$ cat config.mk
export PLATFORM = sky130hd
export DESIGN_NAME = decode_stage
export DESIGN_NICKNAME = d
export VERILOG_FILES = /design/src/rtl/decode_stage.sv
export SDC_FILE = /design/constraint.sdc
export NUM_CORES = 1
export LEC_CHECK = 0
export ABC_CLOCK_PERIOD_IN_PS = 5510
export CAP_MARGIN = 0
export CORE_ASPECT_RATIO = 1.5
export CORE_MARGIN = 3
export CORE_UTILIZATION = 40
export DETAILED_ROUTE_END_ITERATION = 16
export PLACE_DENSITY_LB_ADDON = 0.08
export SLEW_MARGIN = 20
export SYNTH_ARGS = -nofsm -noshare
export SYNTH_HDL_FRONTEND = slang
export SYNTH_SLANG_ARGS = --single-unit
$ cat constraint.sdc
create_clock -name clock -period 5.51 [get_ports clock]
set_clock_uncertainty 0.15 [all_clocks]
set_input_delay 0.8265 -clock clock [delete_from_list [all_inputs] [get_ports clock]]
set_output_delay 0.8265 -clock clock [all_outputs]
set_load 0.005 [all_outputs]
$ cat src/rtl/decode_stage.sv
// MIPS decode stage: decodes one instruction word into an ALU/control bundle,
// held in a single output register with valid/ready handshaking on both sides.
// A one-cycle bubble is inserted when the incoming instruction reads the
// destination of a load currently held in the output register.
module decode_stage #(
  parameter logic [5:0] ILLEGAL_FUNC = 6'b010000
) (
  input  logic        clock,
  input  logic        reset_n,
  input  logic [31:0] Instr_in,
  input  logic        Valid_in,
  output logic        Ready_out,
  input  logic        Ready_in,
  input  logic        Flush_in,
  output logic        Valid_out,
  output logic [5:0]  Func_out,
  output logic [31:0] Imm_out,
  output logic        ASel_out,
  output logic        BSel_out,
  output logic [4:0]  Rs_out,
  output logic [4:0]  Rt_out,
  output logic [4:0]  Wreg_out,
  output logic        RegWrite_out,
  output logic        MemRead_out,
  output logic        MemWrite_out,
  output logic        Link_out,
  output logic        Illegal_out
);

  localparam logic [5:0] OpSpecial = 6'h00;
  localparam logic [5:0] OpRegimm  = 6'h01;
  localparam logic [5:0] OpJ       = 6'h02;
  localparam logic [5:0] OpJal     = 6'h03;
  localparam logic [5:0] OpBeq     = 6'h04;
  localparam logic [5:0] OpBne     = 6'h05;
  localparam logic [5:0] OpBlez    = 6'h06;
  localparam logic [5:0] OpBgtz    = 6'h07;
  localparam logic [5:0] OpAddi    = 6'h08;
  localparam logic [5:0] OpAddiu   = 6'h09;
  localparam logic [5:0] OpSlti    = 6'h0A;
  localparam logic [5:0] OpSltiu   = 6'h0B;
  localparam logic [5:0] OpAndi    = 6'h0C;
  localparam logic [5:0] OpOri     = 6'h0D;
  localparam logic [5:0] OpXori    = 6'h0E;
  localparam logic [5:0] OpLui     = 6'h0F;
  localparam logic [5:0] OpLw      = 6'h23;
  localparam logic [5:0] OpSw      = 6'h2B;

  localparam logic [5:0] FnAdd     = 6'b100000;
  localparam logic [5:0] FnJumpReg = 6'b111011;
  localparam logic [5:0] FnJump    = 6'b111010;

  // Instruction fields
  logic [5:0]  op, funct;
  logic [4:0]  rs, rt, rd;
  logic [31:0] imm_sext, imm_zext;

  assign op       = Instr_in[31:26];
  assign rs       = Instr_in[25:21];
  assign rt       = Instr_in[20:16];
  assign rd       = Instr_in[15:11];
  assign funct    = Instr_in[5:0];
  assign imm_sext = {{16{Instr_in[15]}}, Instr_in[15:0]};
  assign imm_zext = {16'h0000, Instr_in[15:0]};

  // Decoded bundle for the current input word
  logic [5:0]  dec_func;
  logic [31:0] dec_imm;
  logic        dec_asel, dec_bsel;
  logic [4:0]  dec_wreg;
  logic        dec_regwrite, dec_memread, dec_memwrite, dec_link, dec_illegal;

  // Output register
  logic        valid_q;
  logic [5:0]  func_q;
  logic [31:0] imm_q;
  logic        asel_q, bsel_q;
  logic [4:0]  rs_q, rt_q, wreg_q;
  logic        regwrite_q, memread_q, memwrite_q, link_q, illegal_q;

  logic uses_rs, uses_rt, hazard, transfer;

  // Decode the incoming instruction into ALU function, immediate and control flags
  always_comb begin
    dec_func     = ILLEGAL_FUNC;
    dec_imm      = 32'h0;
    dec_asel     = 1'b0;
    dec_bsel     = 1'b0;
    dec_wreg     = 5'd0;
    dec_regwrite = 1'b0;
    dec_memread  = 1'b0;
    dec_memwrite = 1'b0;
    dec_link     = 1'b0;
    dec_illegal  = 1'b0;
    case (op)
      OpSpecial: begin
        case (funct)
          6'h00, 6'h02, 6'h03: begin
            dec_func     = funct;
            dec_asel     = 1'b1;
            dec_wreg     = rd;
            dec_regwrite = 1'b1;
          end
          6'h04, 6'h06, 6'h07, 6'h20, 6'h21, 6'h22, 6'h23, 6'h24, 6'h25, 6'h26, 6'h27,
          6'h2A, 6'h2B: begin
            dec_func     = funct;
            dec_wreg     = rd;
            dec_regwrite = 1'b1;
          end
          6'h08: dec_func = FnJumpReg;
          6'h09: begin
            dec_func     = FnJumpReg;
            dec_link     = 1'b1;
            dec_wreg     = rd;
            dec_regwrite = 1'b1;
          end
          default: dec_illegal = 1'b1;
        endcase
      end
      OpRegimm: begin
        if (rt == 5'd0 || rt == 5'd1) begin
          dec_func = {5'b11100, rt[0]};
          dec_imm  = imm_sext;
        end else begin
          dec_illegal = 1'b1;
        end
      end
      OpJ, OpJal: begin
        dec_func = FnJump;
        dec_imm  = {6'b0, Instr_in[25:0]};
        if (op == OpJal) begin
          dec_link     = 1'b1;
          dec_wreg     = 5'd31;
          dec_regwrite = 1'b1;
        end
      end
      OpBeq, OpBne, OpBlez, OpBgtz: begin
        dec_func = {4'b1111, op[1:0]};
        dec_imm  = imm_sext;
      end
      OpAddi, OpAddiu, OpSlti, OpSltiu, OpAndi, OpOri, OpXori, OpLui: begin
        dec_bsel     = 1'b1;
        dec_wreg     = rt;
        dec_regwrite = 1'b1;
        case (op)
          OpSlti:  dec_func = 6'b101010;
          OpSltiu: dec_func = 6'b101011;
          OpAndi:  dec_func = 6'b100100;
          OpOri:   dec_func = 6'b100101;
          OpXori:  dec_func = 6'b100110;
          OpLui:   dec_func = ILLEGAL_FUNC;
          default: dec_func = FnAdd;
        endcase
        if (op == OpLui) begin
          dec_imm = {Instr_in[15:0], 16'h0000};
        end else if (op == OpAndi || op == OpOri || op == OpXori) begin
          dec_imm = imm_zext;
        end else begin
          dec_imm = imm_sext;
        end
      end
      OpLw: begin
        dec_func     = FnAdd;
        dec_imm      = imm_sext;
        dec_bsel     = 1'b1;
        dec_wreg     = rt;
        dec_regwrite = 1'b1;
        dec_memread  = 1'b1;
      end
      OpSw: begin
        dec_func     = FnAdd;
        dec_imm      = imm_sext;
        dec_bsel     = 1'b1;
        dec_memwrite = 1'b1;
      end
      default: dec_illegal = 1'b1;
    endcase
    // Writes to $0 are architecturally discarded
    if (dec_wreg == 5'd0) dec_regwrite = 1'b0;
  end

  // Load-use hazard against the load held in the output register
  always_comb begin
    uses_rs = !(op == OpJ || op == OpJal);
    uses_rt = (op == OpSpecial) || (op == OpSw) || (op == OpBeq) || (op == OpBne);
    hazard  = Valid_in && valid_q && memread_q && (rt_q != 5'd0) &&
              ((uses_rs && rs == rt_q) || (uses_rt && rt == rt_q));
  end

  assign Ready_out = reset_n && (!valid_q || Ready_in) && !hazard && !Flush_in;
  assign transfer  = Valid_in && Ready_out;

  // Output register: load on transfer, drain when consumed, hold otherwise
  always_ff @(posedge clock) begin
    if (!reset_n) begin
      valid_q    <= 1'b0;
      func_q     <= 6'd0;
      imm_q      <= 32'h0;
      asel_q     <= 1'b0;
      bsel_q     <= 1'b0;
      rs_q       <= 5'd0;
      rt_q       <= 5'd0;
      wreg_q     <= 5'd0;
      regwrite_q <= 1'b0;
      memread_q  <= 1'b0;
      memwrite_q <= 1'b0;
      link_q     <= 1'b0;
      illegal_q  <= 1'b0;
    end else if (Flush_in) begin
      valid_q <= 1'b0;
    end else if (transfer) begin
      valid_q    <= 1'b1;
      func_q     <= dec_func;
      imm_q      <= dec_imm;
      asel_q     <= dec_asel;
      bsel_q     <= dec_bsel;
      rs_q       <= rs;
      rt_q       <= rt;
      wreg_q     <= dec_wreg;
      regwrite_q <= dec_regwrite;
      memread_q  <= dec_memread;
      memwrite_q <= dec_memwrite;
      link_q     <= dec_link;
      illegal_q  <= dec_illegal;
    end else if (Ready_in) begin
      valid_q <= 1'b0;
    end
  end

  assign Valid_out    = valid_q;
  assign Func_out     = func_q;
  assign Imm_out      = imm_q;
  assign ASel_out     = asel_q;
  assign BSel_out     = bsel_q;
  assign Rs_out       = rs_q;
  assign Rt_out       = rt_q;
  assign Wreg_out     = wreg_q;
  assign RegWrite_out = regwrite_q;
  assign MemRead_out  = memread_q;
  assign MemWrite_out = memwrite_q;
  assign Link_out     = link_q;
  assign Illegal_out  = illegal_q;

endmodule
-- Word-level counts from Yosys, hierarchy flattened
Cells that the tools add are included.
- add/subtract/negate cells: 0
- $mul: 0
- div/mod/pow operators: 0
- $lt $le $gt $ge: 0
- equal/unequal tests: 37
- shift operators: 0
- mux-type cells: 27
- bitwise gates (word level): 2
- reductions and logical operators: 44
- operators with widths (kind ; number):
    one-hot mux 32 bit (4 select lines) ; 1
    2-to-1 mux 32 bit ; 3
    == test 6 bit (second input constant) ; 12
    one-hot mux 6 bit (6 select lines) ; 2
    == test 6 x 4 -> 1 bit (second input constant) ; 10
    == test 6 x 3 -> 1 bit (second input constant) ; 7
    OR reduction 16 bit ; 2
    == test 6 x 2 -> 1 bit (second input constant) ; 4
    OR reduction 18 bit ; 1
    OR reduction 17 bit ; 1
    one-hot mux 5 bit (3 select lines) ; 1
    2-to-1 mux 1 bit ; 13
    logical NOT 6 bit ; 2
    one-hot mux 6 bit (2 select lines) ; 1
    == test 5 bit ; 2
    logical AND 1 bit ; 10
    logical NOT 5 bit ; 2
    2-to-1 mux 5 bit ; 2
    OR reduction 10 bit ; 1
    logical OR 1 bit ; 9
    OR reduction 9 bit ; 1
    OR reduction 2 bit ; 4
    OR reduction 8 bit ; 1
    == test 6 x 1 -> 1 bit (second input constant) ; 1
    other kinds (12) ; 17
- bits in registers: 61
- latch bits: 0
- bits in writable memories: 0
- ROM bits: 0
- input port bits: 37
- output and inout bits: 62
- word-level logic and storage cells: 123
- memories: 0

-- Longest topological paths before layout
- word-level depth: 12
- gate-level depth with buffers: 9
- mapped depth without buffers: 6

-- Least setup slack after synthesis
OpenSTA, ideal clock, no wires.
- kind: in2out
- from: input Instr_in[30]
- to: output Ready_out
- data arrival time: 1752 ps
- required time: 4533 ps
- slack: 2782 ps
- cell stages on the path: 4
- buffers on the path: 0
- cell sequence: or4_4 > nor2_1 > or4_1 > and3_1
- longest elaborated chain between the ends: 10
- elaborated cells between the ends (all ways): 18
- those cells by class: 5 x eq/ne; 13 x reduce/logical
- ends and longest elaborated chain (what ; RTL line ; RTL):
    start: declaration ; 10 ; input logic [31:0] Instr_in,
    == test 6 bit or logical NOT 6 bit (tied branches) ; 185 ; uses_rt = (op == OpSpecial) || (op == OpSw) || (op == OpBeq) || (op == OpBne);
    logical OR 1 bit (3 in a row) ; 185 ;
    logical AND 1 bit ; 187 ; ((uses_rs && rs == rt_q) || (uses_rt && rt == rt_q));
    logical OR 1 bit * ; 187 ;
    logical AND 1 bit * ; 186 ; hazard = Valid_in && valid_q && memread_q && (rt_q != 5'd0) &&
    logical NOT 1 bit * ; 190 ; assign Ready_out = reset_n && (!valid_q || Ready_in) && !hazard && !Flush_in;
    logical AND 1 bit * (2 in a row) ; 190 ;
    end: declaration ; 12 ; output logic Ready_out,
Every way passes the cells marked *; elsewhere a longest branch is shown, timed or not.

-- Worst setup path in the final report
- from: input Instr_in[28]
- to: output Ready_out
Same word-level chain as after synthesis.

==> flow_summary.yaml <==
finish:
  nNetsFinal: 483
  antennaDiodeCount: 0
  regArea_um2: 1220
  drive_gt1_share_pct: 6.87
  multi_input_area_um2: 1670
  area_growth_pct: 39.1
  nFillCells: 713
clocking:
  cts_root_buf: "clkbuf_8"
  postCtsHoldBufs: 0
  cts_tree: "yes"
  cts_max_level: 3
  cts_buffers: 9
  cts.path.max_buffers: 2
  post_cts_buffers: 0
  clk-insertion-delay-late_ps: 340
  clkSinkCount: 61
  clk_pin_slew_ps: 70
  cts-resized-gates: 0
synthesis:
  ys_seq_elements: 61
  async_flop_share_pct: 0
  synth_cells: 363
  synth_area_um2: 3070
  ys_types: 47
  synth-edff-count: 0
  yosysTopAreaCellShare_pct: 39.8
  yosysTopAreaCell: "dfxtp_1"
  synth_nets: 400
  synth.area.mux_share_pct: 3.58
  synth_top_family_by_area: "compound AO/OA/AOI/OAI gates"
  seq_area_frac_synth_pct: 39.8
  netlist_top_cells_area: "dfxtp_1, nor2_1, a21oi_1"
  syn_area_per_cell_um2: 8.46
  synth-compound-area-share_pct: 27.0
  synthSimpleGateAreaFrac_pct: 20.2
  synthXorXnorAreaFrac_pct: 3.42
  synth_fa_ha_area_share_pct: 0
  synth_top_flop_cell: "dfxtp_1"
  yosys_warnings: 0
timing:
  fin_setup_tns_ps: 0
  min_period_ps: 4590
  hold_viol_final: 0
  drv_slew: 0
  max_freq_mhz: 218
  finalSetupViolCount: 0
  rsz0062_at_grt: "false"
  worst_pin_slew_ps: 948
  fin_crit_sh_pct: 83.2
  max_slew_margin_pct: 36.8
  holdWs_ps: 321
grt:
  gr-usage-all-layers_pct: 21.3
  top_usage_layer: "met2"
  grt_pass1_vias: 2949
  antenna_found_initial: 0
  gr-total-overflow: 0
  grt_pass1_wl_mm: 14.8
  grtUsageMet1_pct: 26.2
  grt_use_met3_pct: 4.46
  met2_usage_pct: 35.2
  grt_max_degree: 34
power:
  power_density_nw_per_um2: 252
  leakage_nw: 1.55
  peakVddDrop_v: 0.000156
flow_run:
  drv_cap: 0
setup_path:
  worstReg2RegEnd: "Imm_out[29]"
  critPathMaxFanout: 17
  reg2reg_from: "Rt_out[1]"
  worstRegToRegCells: 7
  crit_path_end_kind: "output pin"
  max_stage_delay_ps: 700
  cp.required_ps: 4530
  cp-start-kind: "primary input"
  crit_path_frequent_cell: "clkdlybuf4s50_1"
  crit_start: "Instr_in[28]"
  critical_path_class: "primary input to output pin"
  slowest_stage: "clkdlybuf4s50_1"
  arrival_ps: 3610
  crit_end: "Ready_out"
  r2r_slack_ps: 2680
  crit_chain: "clkdlybuf4s50_1 -> or4_4 -> nor2_1 -> or4_1 -> and3_1 -> clkdlybuf4s50_1"
hold_path:
  holdCritPathClass: "register to register"
place:
  place_congestion: 0.874
  dp_hpwl_mm: 6.69
  portBuffers: 98
drt:
  drtAntennaViolNets: 0
  drt_iter0_markers: 180
  vias: 3048
  routedWlPerCell_um: 16.8
  drt-pass1-iter-count: 5
  drcViolationCount: 0
  wl_mm: 9.27
  drt-vias-per-instance: 5.53
floorplan:
  rows: 38
  core_area_um2: 7370
  start_util_pct: 41.7
  die_w_um: 77.6
  dieArea_um2: 8790
  fp.dieH_um: 113
  io_pins: 99
run_status:
  status: "finished clean"
## cells in the mapped netlist (2+ instances only)
cell type and n:
a211oi_1 2, a211oi_2 6, a21oi_1 32, a22o_1 16
a311oi_1 9, a32oi_1 2, and3_1 2, buf_2 6
buf_4 3, buf_6 4, clkbuf_1 17, dfxtp_1 61
inv_1 6, mux2i_1 11, nand2_1 26, nand2b_1 9
nand3_1 5, nand3b_1 3, nand4_1 12, nand4b_1 2
nor2_1 44, nor2b_1 4, nor3_1 7, nor4_1 2
o211a_1 11, o211ai_1 2, o21a_1 3, o21ai_0 23
o21ai_1 2, o22ai_1 3, or4_1 2, xnor2_1 10
xor2_1 2
## flip-flops by register name, indices dropped and copies added, names as in the netlist
register and cells:
Imm_out 32, Func_out 6, Rs_out 5, Rt_out 5, Wreg_out 5, ASel_out 1, BSel_out 1, Illegal_out 1
Link_out 1, MemRead_out 1, MemWrite_out 1, RegWrite_out 1, Valid_out 1
## power breakdown
part | total [mW] | switching, mW | internal, mW
Clock | 0.451 | 0.195 | 0.256
Combinational | 0.160 | 0.0798 | 0.0804
Sequential | 0.466 | 0.00980 | 0.456
Total | 1.08 | 0.285 | 0.792
## kinds of logic after synthesis
family          Yosys count
simple gates            125
buf+inv                  37
xor+xnor                 12
mux                      11
compound gates          117
flops                    61
## cell usage in the layout, fill, tap and decap left out, drive strengths merged, types with 2 or more instances in the layout
cell type	instances
nand3b	3
inv	7
or4	3
o211a	12
mux2i	11
nand4b	2
xnor2	10
clkinv	3
nand3	5
o211ai	2
o21a	3
o21ai	25
clkbuf	9
nand2b	9
xor2	2
o22ai	3
bufinv	2
a21oi	32
dfxtp	61
nand4	12
a211oi	8
nor3	7
nor2	44
nor2b	4
a311oi	9
nand2	26
clkinvlp	2
a32oi	2
and3	2
clkdlybuf4s50	98
buf	4
a22o	16
nor4	2
## worst min-delay path by stage
stage,startpoint,end,slack [ps],cells after the start
after floorplan,ASel_out,ASel_out,310,2
after global placement,Imm_out[0],Imm_out[0],310,1
after detailed placement,MemWrite_out,MemWrite_out,310,2
after CTS,ASel_out,ASel_out,330,2
after global routing,Imm_out[8],Imm_out[8],350,1
final,MemWrite_out,MemWrite_out,320,2
## final cells by class
class                      count  area share, %
clock buffer                   9           2.90
multi-input combinational    265           39.0
tap                          100           2.93
inverter                       7          0.615
timing repair buffer         102           23.7
sequential                    61           28.6
clock inverter                 7           2.28
## layer usage
metal,vias up,wire [µm],share of wire (%)
met5,-,0,0
met4,0,184,2.0
met3,13,552,6.0
met2,110,4630,50
met1,1434,3910,42
li1,1491,-,-
## worst max-delay path: cells and delay by family
kind	cells	cell delay, ps
and+or+nand+nor	4	1580
buffers and inverters	2	1200
## per-stage QoR
| step | instances | util, % | setup WS, ps | instance area (µm²) | total power [mW] |
|---|---|---|---|---|---|
| 2_1_floorplan | 363 | - | 2780 | 3070 | 0.554 |
| 3_3_place_gp | 535 | 54.9 | 1030 | 4050 | 0.633 |
| 3_5_place_dp | 535 | 54.9 | 982 | 4050 | 0.635 |
| 4_1_cts | 551 | 57.9 | 967 | 4270 | 1.09 |
| 5_1_grt | 551 | 58.0 | 743 | 4270 | 1.12 |
| 6_report | 551 | 58.0 | 923 | 4270 | 1.08 |
(Power assumes the default switching activity.)
